**config.mk**
```make
export PLATFORM = sky130hd
export DESIGN_NAME = linear_led_streamer_flat
export DESIGN_NICKNAME = d
export VERILOG_FILES = /design/src/rtl/linear_led_streamer_if.sv /design/src/rtl/linear_led_streamer.sv /design/src/flat_wrapper.sv
export SDC_FILE = /design/constraint.sdc
export NUM_CORES = 1
export LEC_CHECK = 0
export BUFFER_PORTS_ARGS = -buffer_cell sky130_fd_sc_hd__buf_4
export CAP_MARGIN = 20
export CORE_MARGIN = 4
export CORE_UTILIZATION = 35
export DETAILED_ROUTE_END_ITERATION = 10
export GPL_ROUTABILITY_DRIVEN = 0
export GPL_TIMING_DRIVEN = 0
export HOLD_SLACK_MARGIN = 0.06
export PLACE_DENSITY_LB_ADDON = 0.05
export SLEW_MARGIN = 20
export SYNTH_ARGS = -nofsm -noshare
export SYNTH_HDL_FRONTEND = slang
export SYNTH_SLANG_ARGS = --single-unit
export TNS_END_PERCENT = 30
```
**constraint.sdc**
```tcl
create_clock -name clk -period 27.9 [get_ports clk]
set_input_delay 1.395 -clock clk [delete_from_list [all_inputs] [get_ports clk]]
set_output_delay 1.395 -clock clk [all_outputs]
set_load 0.01 [all_outputs]
```
**src/rtl/linear_led_streamer_if.sv**
```systemverilog
// LED beat stream between linear_led_streamer and the LED driver.
// The master presents one colour per physical LED. A beat moves on
// led_v & led_rdy.
//   led_v      master -> slave  beat valid
//   led_rgb    master -> slave  beat colour (GRB packed)
//   led_idx    master -> slave  physical LED index of the beat
//   frame_last master -> slave  final beat of the frame
//   led_rdy    slave  -> master driver can accept a beat
interface linear_led_streamer_if #(
  parameter int COLOR_W = 24,
  parameter int CNT_W   = 6
);
  logic               led_v;
  logic [COLOR_W-1:0] led_rgb;
  logic [CNT_W-1:0]   led_idx;
  logic               frame_last;
  logic               led_rdy;

  modport master (output led_v, led_rgb, led_idx, frame_last, input led_rdy);
  modport slave  (input led_v, led_rgb, led_idx, frame_last, output led_rdy);
endinterface

```
**src/rtl/linear_led_streamer.sv**
```systemverilog
// Back end of the linear visualizer. On an accepted start it snapshots the
// per-bin colours and LED counts. It then streams exactly LEDS beats, one
// colour per physical LED, bin by bin, with a rotation offset applied to the
// physical index. Frames whose counts sum to less than LEDS are padded with
// black. Frames whose counts sum to more than LEDS are truncated, and
// overflow is raised.
//   clk, rst    clock and synchronous active-high reset
//   start       frame request; only acted on in IDLE
//   rgb         per-bin colour, captured on accepted start
//   led_counts  per-bin LED count, captured on accepted start
//   rotate      physical offset of logical LED 0, captured on accepted start
//   led         beat stream (master side)
//   busy        high whenever not IDLE
//   done        one-cycle pulse after the last beat is accepted
//   overflow    the current or last frame's counts sum to more than LEDS
//   missed      one-cycle pulse: start was seen while not IDLE
//
// state  | meaning
// IDLE   | waiting for start
// LOAD   | building the saturated prefix sums from the snapshot
// STREAM | presenting beats; the first cycle only primes beat 0
// DONE   | done pulse, then back to IDLE
module linear_led_streamer #(
  parameter int LEDS    = 50,
  parameter int BIN_QTY = 12,
  parameter int COLOR_W = 24,
  parameter int CNT_W   = $clog2(LEDS + 1),
  parameter int ROT_EN  = 1
) (
  input  logic                              clk,
  input  logic                              rst,
  input  logic                              start,
  input  logic [BIN_QTY-1:0][COLOR_W-1:0]   rgb,
  input  logic [BIN_QTY-1:0][CNT_W-1:0]     led_counts,
  input  logic [CNT_W-1:0]                  rotate,
  linear_led_streamer_if.master             led,
  output logic                              busy,
  output logic                              done,
  output logic                              overflow,
  output logic                              missed
);

  localparam int SUM_W = CNT_W + $clog2(BIN_QTY) + 1;

  typedef enum logic [1:0] {S_IDLE, S_LOAD, S_STREAM, S_DONE} state_t;

  state_t                            state;
  logic [BIN_QTY-1:0][COLOR_W-1:0]   rgb_q;
  logic [BIN_QTY-1:0][CNT_W-1:0]     cnt_q;
  logic [BIN_QTY-1:0][CNT_W-1:0]     pfx_q;
  logic [CNT_W-1:0]                  rot_q;
  logic [CNT_W-1:0]                  k_q;

  logic [BIN_QTY-1:0][CNT_W-1:0]     pfx_c;
  logic [SUM_W-1:0]                  run_sum;
  logic [SUM_W-1:0]                  total;
  logic [CNT_W-1:0]                  k_nxt;
  logic [COLOR_W-1:0]                col_nxt;
  logic [CNT_W:0]                    idx_sum;
  logic [CNT_W-1:0]                  idx_nxt;
  logic                              last_nxt;

  // Saturating prefix sums of the snapshot counts. The running sum is wide
  // enough that it can never wrap.
  always_comb begin
    run_sum = '0;
    pfx_c   = '0;
    for (int b = 0; b < BIN_QTY; b++) begin
      run_sum  = run_sum + SUM_W'(cnt_q[b]);
      pfx_c[b] = (run_sum > SUM_W'(LEDS)) ? CNT_W'(LEDS) : run_sum[CNT_W-1:0];
    end
    total = run_sum;
  end

  // Next beat to present. While led_v is low (priming cycle), the next beat
  // is beat 0; after that, each transfer advances k.
  always_comb begin
    k_nxt   = led.led_v ? k_q + CNT_W'(1) : '0;
    col_nxt = '0;
    // Scan from the top down so that the lowest matching bin wins.
    // Zero-count bins repeat the previous prefix and never match first.
    for (int b = BIN_QTY - 1; b >= 0; b--) begin
      if (k_nxt < pfx_q[b]) col_nxt = rgb_q[b];
    end
    idx_sum = {1'b0, k_nxt} + {1'b0, rot_q};
    if (idx_sum >= (CNT_W + 1)'(LEDS)) idx_sum = idx_sum - (CNT_W + 1)'(LEDS);
    idx_nxt  = idx_sum[CNT_W-1:0];
    last_nxt = (k_nxt == CNT_W'(LEDS - 1));
  end

  always_ff @(posedge clk) begin
    if (rst) begin
      state          <= S_IDLE;
      rgb_q          <= '0;
      cnt_q          <= '0;
      pfx_q          <= '0;
      rot_q          <= '0;
      k_q            <= '0;
      led.led_v      <= 1'b0;
      led.led_rgb    <= '0;
      led.led_idx    <= '0;
      led.frame_last <= 1'b0;
      busy           <= 1'b0;
      done           <= 1'b0;
      overflow       <= 1'b0;
      missed         <= 1'b0;
    end else begin
      missed <= start && (state != S_IDLE);
      done   <= 1'b0;
      case (state)
        S_IDLE: begin
          if (start) begin
            rgb_q    <= rgb;
            cnt_q    <= led_counts;
            // An out-of-range rotation is treated as no rotation.
            rot_q    <= (ROT_EN != 0 && rotate < CNT_W'(LEDS)) ? rotate : '0;
            overflow <= 1'b0;
            busy     <= 1'b1;
            state    <= S_LOAD;
          end
        end
        S_LOAD: begin
          pfx_q    <= pfx_c;
          overflow <= (total > SUM_W'(LEDS));
          state    <= S_STREAM;
        end
        S_STREAM: begin
          if (!led.led_v || led.led_rdy) begin
            if (led.led_v && led.frame_last) begin
              led.led_v      <= 1'b0;
              led.led_rgb    <= '0;
              led.led_idx    <= '0;
              led.frame_last <= 1'b0;
              done           <= 1'b1;
              state          <= S_DONE;
            end else begin
              led.led_v      <= 1'b1;
              led.led_rgb    <= col_nxt;
              led.led_idx    <= idx_nxt;
              led.frame_last <= last_nxt;
              k_q            <= k_nxt;
            end
          end
        end
        S_DONE: begin
          busy  <= 1'b0;
          state <= S_IDLE;
        end
        default: state <= S_IDLE;
      endcase
    end
  end

endmodule

```
**src/flat_wrapper.sv**
```systemverilog
// flat-port wrapper written by rule: the top's interface ports become plain ports
module linear_led_streamer_flat 
#(
  parameter int LEDS    = 50,
  parameter int BIN_QTY = 12,
  parameter int COLOR_W = 24,
  parameter int CNT_W   = $clog2(LEDS + 1),
  parameter int ROT_EN  = 1
)
  (clk, rst, start, rgb, led_counts, rotate, busy, done, overflow, missed, led_led_v, led_led_rgb, led_led_idx, led_frame_last, led_led_rdy);
  linear_led_streamer_if #(.COLOR_W(COLOR_W), .CNT_W(CNT_W)) led_i ();
  input  logic clk;
  input  logic rst;
  input  logic start;
  input  logic [BIN_QTY-1:0][COLOR_W-1:0] rgb;
  input  logic [BIN_QTY-1:0][CNT_W-1:0] led_counts;
  input  logic [CNT_W-1:0] rotate;
  output logic busy;
  output logic done;
  output logic overflow;
  output logic missed;
  output wire logic [$bits(led_i.led_v)-1:0] led_led_v;
  output wire logic [$bits(led_i.led_rgb)-1:0] led_led_rgb;
  output wire logic [$bits(led_i.led_idx)-1:0] led_led_idx;
  output wire logic [$bits(led_i.frame_last)-1:0] led_frame_last;
  input wire logic [$bits(led_i.led_rdy)-1:0] led_led_rdy;
  assign led_led_v = led_i.led_v;
  assign led_led_rgb = led_i.led_rgb;
  assign led_led_idx = led_i.led_idx;
  assign led_frame_last = led_i.frame_last;
  assign led_i.led_rdy = led_led_rdy;
  linear_led_streamer #(.LEDS(LEDS), .BIN_QTY(BIN_QTY), .COLOR_W(COLOR_W), .CNT_W(CNT_W), .ROT_EN(ROT_EN)) u_core (.clk(clk), .rst(rst), .start(start), .rgb(rgb), .led_counts(led_counts), .rotate(rotate), .led(led_i), .busy(busy), .done(done), .overflow(overflow), .missed(missed));
endmodule
```
# After elaboration in Yosys (flattened, before gate mapping)
# Cells that the tools add are included.
# classes
n_bitwise	3
muxes	40
n_eq_ne	7
order_cmp	26
n_addsub	14
reduce_logical	15
# ops
operator	count
24-bit two-way mux	13
11-bit by 6-bit greater-than comparator with 1-bit output (second input constant)	11
11-bit by 6-bit adder with 11-bit output	10
6-bit two-way mux	16
6-bit less-than comparator	12
6-bit by 6-bit adder with 7-bit output	2
2-bit case mux with 4 select lines	1
2-bit AND reduction	4
7-bit by 6-bit >= comparator with 1-bit output (second input constant)	1
6-bit by 1-bit adder with 6-bit output (second input constant)	1
6-bit == test (second input constant)	1
6-bit greater-than comparator (second input constant)	1
6-bit less-than comparator (second input constant)	1
2-bit two-way mux	3
3-bit AND reduction	2
2-bit nonzero test	3
6-bit subtractor (second input constant)	1
1-bit two-way mux	5
2-bit == test (second input constant)	2
2-bit by 1-bit != test with 1-bit output (second input constant)	2
1-bit case mux with 2 select lines	2
1-bit inverter	3
3-bit OR reduction	1
2-bit by 1-bit == test with 1-bit output (second input constant)	1
other kinds (5)	6
# word_totals
output_inout_bits	36
in_bits	370
reg_bits	482
wordCells	152

# Logic depth before layout (Yosys ltp)
# logic_depth
ltp_word	16
depth_mapped	48

# Worst setup path after synthesis
# No wires, ideal clock.
# synth_timing
path_type	reg2reg
start	register u_core.cnt_q[0] (netlist bit)
end	register u_core.pfx_q[67] (netlist bit)
synth_period_minus_slack_ns	8.866
path_buffers	0
required_ns	27.755
setup_ns	0.145
setup_slack_ns	19.034
t_arrival_ns	8.721
path_stages_with_launch	45
path_cell_list	dfxtp_1 -> ha_1 -> inv_1 -> fa_1 -> xnor2_1 -> ha_1 -> o21ai_0 -> nor2_1 -> nor2_1 -> ha_1 -> nor3b_1 -> nor2_1 -> ha_1 -> o21ai_0 -> o21bai_1 -> a21oi_1 -> xor2_1 -> inv_1 -> [9 not listed] -> ha_1 -> xnor2_1 -> ha_1 -> xnor2_1 -> ha_1 -> inv_1 -> xnor2_1 -> inv_1 -> ha_1 -> xnor2_1 -> o311ai_0 -> nand2_1 -> or3_1 -> nor3_1 -> o2111ai_1 -> a41oi_2 -> a21o_4 -> a311oi_1
# synth_via
elab_chain_cells	13
# synth_lines
item	line_no	source
start, declared	linear_led_streamer.sv:49	logic [BIN_QTY-1:0][CNT_W-1:0] cnt_q;
start signal, assigned	linear_led_streamer.sv:114	cnt_q <= led_counts;
6-bit by 6-bit adder with 7-bit output *	linear_led_streamer.sv:69	run_sum = run_sum + SUM_W'(cnt_q[b]);
11-bit by 6-bit adder with 11-bit output * (10 in series)	linear_led_streamer.sv:69	
11-bit by 6-bit greater-than comparator with 1-bit output	linear_led_streamer.sv:70	pfx_c[b] = (run_sum > SUM_W'(LEDS)) ? CNT_W'(LEDS) : run_sum[CNT_W-1:0];
6-bit two-way mux *	linear_led_streamer.sv:70	
end signal, assigned	linear_led_streamer.sv:123	pfx_q <= pfx_c;
end, declared	linear_led_streamer.sv:50	logic [BIN_QTY-1:0][CNT_W-1:0] pfx_q;
# Mark *: on every way between the ends. The rest lies on a longest branch, timed or not.
# A chain may end at the register's enable or synchronous reset.

# Worst setup path after layout
# layout_timing
start	register u_core.cnt_q[0] (netlist bit)
end	register u_core.pfx_q[71] (netlist bit)
# Same word-level chain as after synthesis.

==> impl_metrics.toml <==
[cells_and_area]
nets = 4074
synthToLayoutAreaGrowth_pct = 25.83
drive_above_1_share_pct = 15.20
final_core_util_pct = 44.68
final_area_um2 = 30220

[synth]
syn_area_per_cell_um2 = 7.777
synth-async-reset-ratio_pct = 0
synthFlopType = "dfxtp_1"
synthTopCellsByArea = "dfxtp_1 (40%), nand2_1 (12%), a21oi_1 (9.5%)"
synth_top_area_share_pct = 40.18
synth_area_leader_cell = "dfxtp_1"
synth_warnings = 0
ys_types = 76
ys_seq_elements = 482
synthCells = 3088
yosysSeqAreaShare_pct = 40.18
syn_area_um2 = 24010
synth-edff-count = 0
syn-num-nets = 3609

[route]
via_per_inst = 5.267
initialDrtViolationCount = 1605
first_pass_iters = 5
via_count = 23619
routedWlPerCell_um = 20.93
drt.antenna.violating_nets = 0
drt-total-wl_um = 93840
drc = 0

[floorplanning]
initial_core_util_pct = 35.51
core_region_area_um2 = 67630
boundaryPins = 406
die_w_um = 269.9
core.rowCount = 95
fp.dieArea_um2 = 72870
die_height_um = 269.9

[global_routing]
grt_pass1_wl_um = 137800
overflow = 0
grt_max_degree = 16
track_usage_pct = 24.50
antenna_found_initial = 15
grt_pass1_vias = 23435

[clock_tree]
cts_num_sinks = 482
cts_resized = 0
path_clk_slew_ns = 0.06
post_cts.repair.setup_buffers = 0
cts-root-buf = "clkbuf_16"
ctsLongestPathBuffers = 3
clk_latency_ns = 0.62
numCtsBuffers = 56
cts_tree = "yes"
hold_buffers = 0
htreeDepth = 2

[placement]
port_buffers = 405
place_hpwl_um = 75410
post_dp_cell_area_um2 = 28200
pre_cts_ws_ns = 17.11

[timing]
fin_tns_setup_ns = 0
setup_viol = 0
period_share_pct = 39.10
rsz0062_at_grt = "false"
setup_ws_ns = 16.99
maxSlewHeadroom_pct = 27.51
hold_viol_final = 0
worst_clock_skew_ns = 0.03064
worst_pin_slew_ns = 1.081
slew_viol_final = 0
max_freq_ghz = 0.09168
post-route-min-period_ns = 10.91

[setup_path]
path_class = "reg2reg"
max_stage_delay_ns = 0.59
worstSetupEndpointType = "flop"
crit_fanout = 7
cp_slowest_cell = "nor3b_1"
arrival_ns = 11.34
crit_buf_inv = 3
crit_top_cell = "ha_1"
critPathLaunchType = "flop"
cp.required_ns = 28.33
cp_top_family = "adder cells"

[job]
max-cap-violations = 0

[power]
ir_drop_mv = 0.1290
p_leak_uw = 0.01222
powerDensity_nw_per_um2 = 153.2

[hold_path]
hp-class = "reg2reg"

[outcome]
status = "finished, final reports clean"
==> path summary, 6_finish.rpt <==
path	start	end	slack, ns	depth (start not counted)
worst max-delay path	u_core.cnt_q[0]$_SDFFE_PP0P_	u_core.pfx_q[71]$_SDFFE_PP0P_	16.99	41
worst min-delay path	u_core.rgb_q[79]$_SDFFE_PP0P_	u_core.rgb_q[79]$_SDFFE_PP0P_	0.46	2
worst max register to register	u_core.cnt_q[0]$_SDFFE_PP0P_	u_core.pfx_q[71]$_SDFFE_PP0P_	16.99	41
worst min register to register	u_core.rgb_q[79]$_SDFFE_PP0P_	u_core.rgb_q[79]$_SDFFE_PP0P_	0.46	2
==> registers in the layout, summed over array words and instances, names as in the netlist <==
register               flops
u_core.done                1
u_core.led.led_v           1
u_core.rgb_q             288
u_core.k_q                 6
u_core.busy                1
u_core.led.frame_last      1
u_core.overflow            1
u_core.led.led_rgb        24
u_core.cnt_q              72
u_core.pfx_q              72
u_core.missed              1
u_core.rot_q               6
u_core.led.led_idx         6
u_core.state               2
==> cells in the final DEF, fill, tap and decap left out, types with 9 or more instances in the layout <==
master       n
nor4_1       9
or2_2       10
o21bai_1    14
o311a_1     24
o21ai_0     66
xnor2_1     39
a211oi_1    40
mux2i_1     11
a21oi_1    454
xor2_1      19
inv_1      116
nand2_1    798
nor2_1     193
a2111oi_0   24
ha_1       139
clkbuf_1   193
fa_1        12
nor3_1      48
a21o_1      33
diode_2     12
buf_4      407
clkbuf_16   56
buf_1       10
nand2b_1    20
a22oi_1    104
a31oi_1     10
o21a_1      15
nand3_1     26
clkinv_2    12
nor2b_1     22
dfxtp_1    482
a221oi_1    49
bufinv_16    9
==> routing by layer <==
metal  global-route usage, %  share of wire (%)  vias to the layer above
met5                       0              0.044                        -
met4                   9.708                4.0                        6
met3                   5.143                6.6                      171
met2                   42.77                 49                      696
met1                   29.47                 41                    11089
li1                        -                  -                    11657
==> metrics by stage <==
| stage | hold WS [ns] | std cells | total power, uW |
|---|---|---|---|
| 2_1_floorplan | 0.4342 | 3088 | 2974 |
| 3_3_place_gp | 0.4414 | 4366 | 3769 |
| 3_5_place_dp | 0.4467 | 4368 | 3824 |
| 4_1_cts | 0.4554 | 4472 | 4630 |
| 5_1_grt | 0.4691 | 4477 | 4996 |
| 6_report | 0.4555 | 4484 | 4629 |
==> cell usage after synthesis, types with 4 or more instances <==
cell type,n
a22oi_1,104
o2111ai_1,6
nand2_1,798
nor2b_1,22
mux2i_1,11
and2_1,7
o221a_2,6
nand3_1,26
nand2b_1,20
fa_1,12
nor3_1,48
o21a_1,15
dfxtp_1,482
a211oi_1,40
a21oi_1,455
o21ai_0,66
a211o_1,6
or2_2,10
a21o_1,33
buf_1,10
a21boi_0,7
inv_1,116
nor2_1,197
xor2_1,19
clkbuf_1,186
and3_1,5
o311a_1,24
ha_1,139
o22a_1,4
a2111oi_0,24
or3_1,8
a221oi_1,49
a31oi_1,10
xnor2_1,39
nor4_1,9
o21bai_1,14
o31ai_1,5
==> worst reg2reg max path: cells and delay by family (launching register included) <==
kind | cells | cell delay (ns)
adder cells (fa/ha/maj) | 12 | 3.97
AO/OA/AOI/OAI | 7 | 1.13
buffers and inverters | 3 | 0.20
XOR/XNOR | 8 | 2.46
flip-flops | 1 | 0.43
AND/OR/NAND/NOR | 11 | 2.56
==> layout make-up <==
class	instances	area, um^2
fillers	6876	37420
multi-input cells	2291	13200
flip-flops and latches	482	9649
repair buffers	407	3070
clock buffers	71	1528
well taps	873	1092
plain buffers	199	757.0
clock inverters	33	456.7
inverters	116	435.4
diodes	12	30.03
==> kinds of logic (layout without fill, tap and decap cells) <==
group / Yosys count / in the layout / share of synthesized area (%)
AND/OR/NAND/NOR: 1165 / 1165 / 19.73
multiplexers: 12 / 12 / 0.5054
adder cells (fa/ha/maj): 151 / 151 / 8.243
AO/OA/AOI/OAI: 901 / 901 / 23.87
buffers and inverters: 315 / 826 / 4.960
flip-flops: 482 / 482 / 40.18
other: 0 / 12 / 0
XOR/XNOR: 62 / 62 / 2.511
==> where the power goes <==
part           internal (uW)  total (uW)  switching [uW]  leakage, uW
Sequential               832         916            84.0      0.00395
Clock                    473         789             316     0.000960
Combinational           1040        2920            1890      0.00731
(Power assumes the default switching activity.)
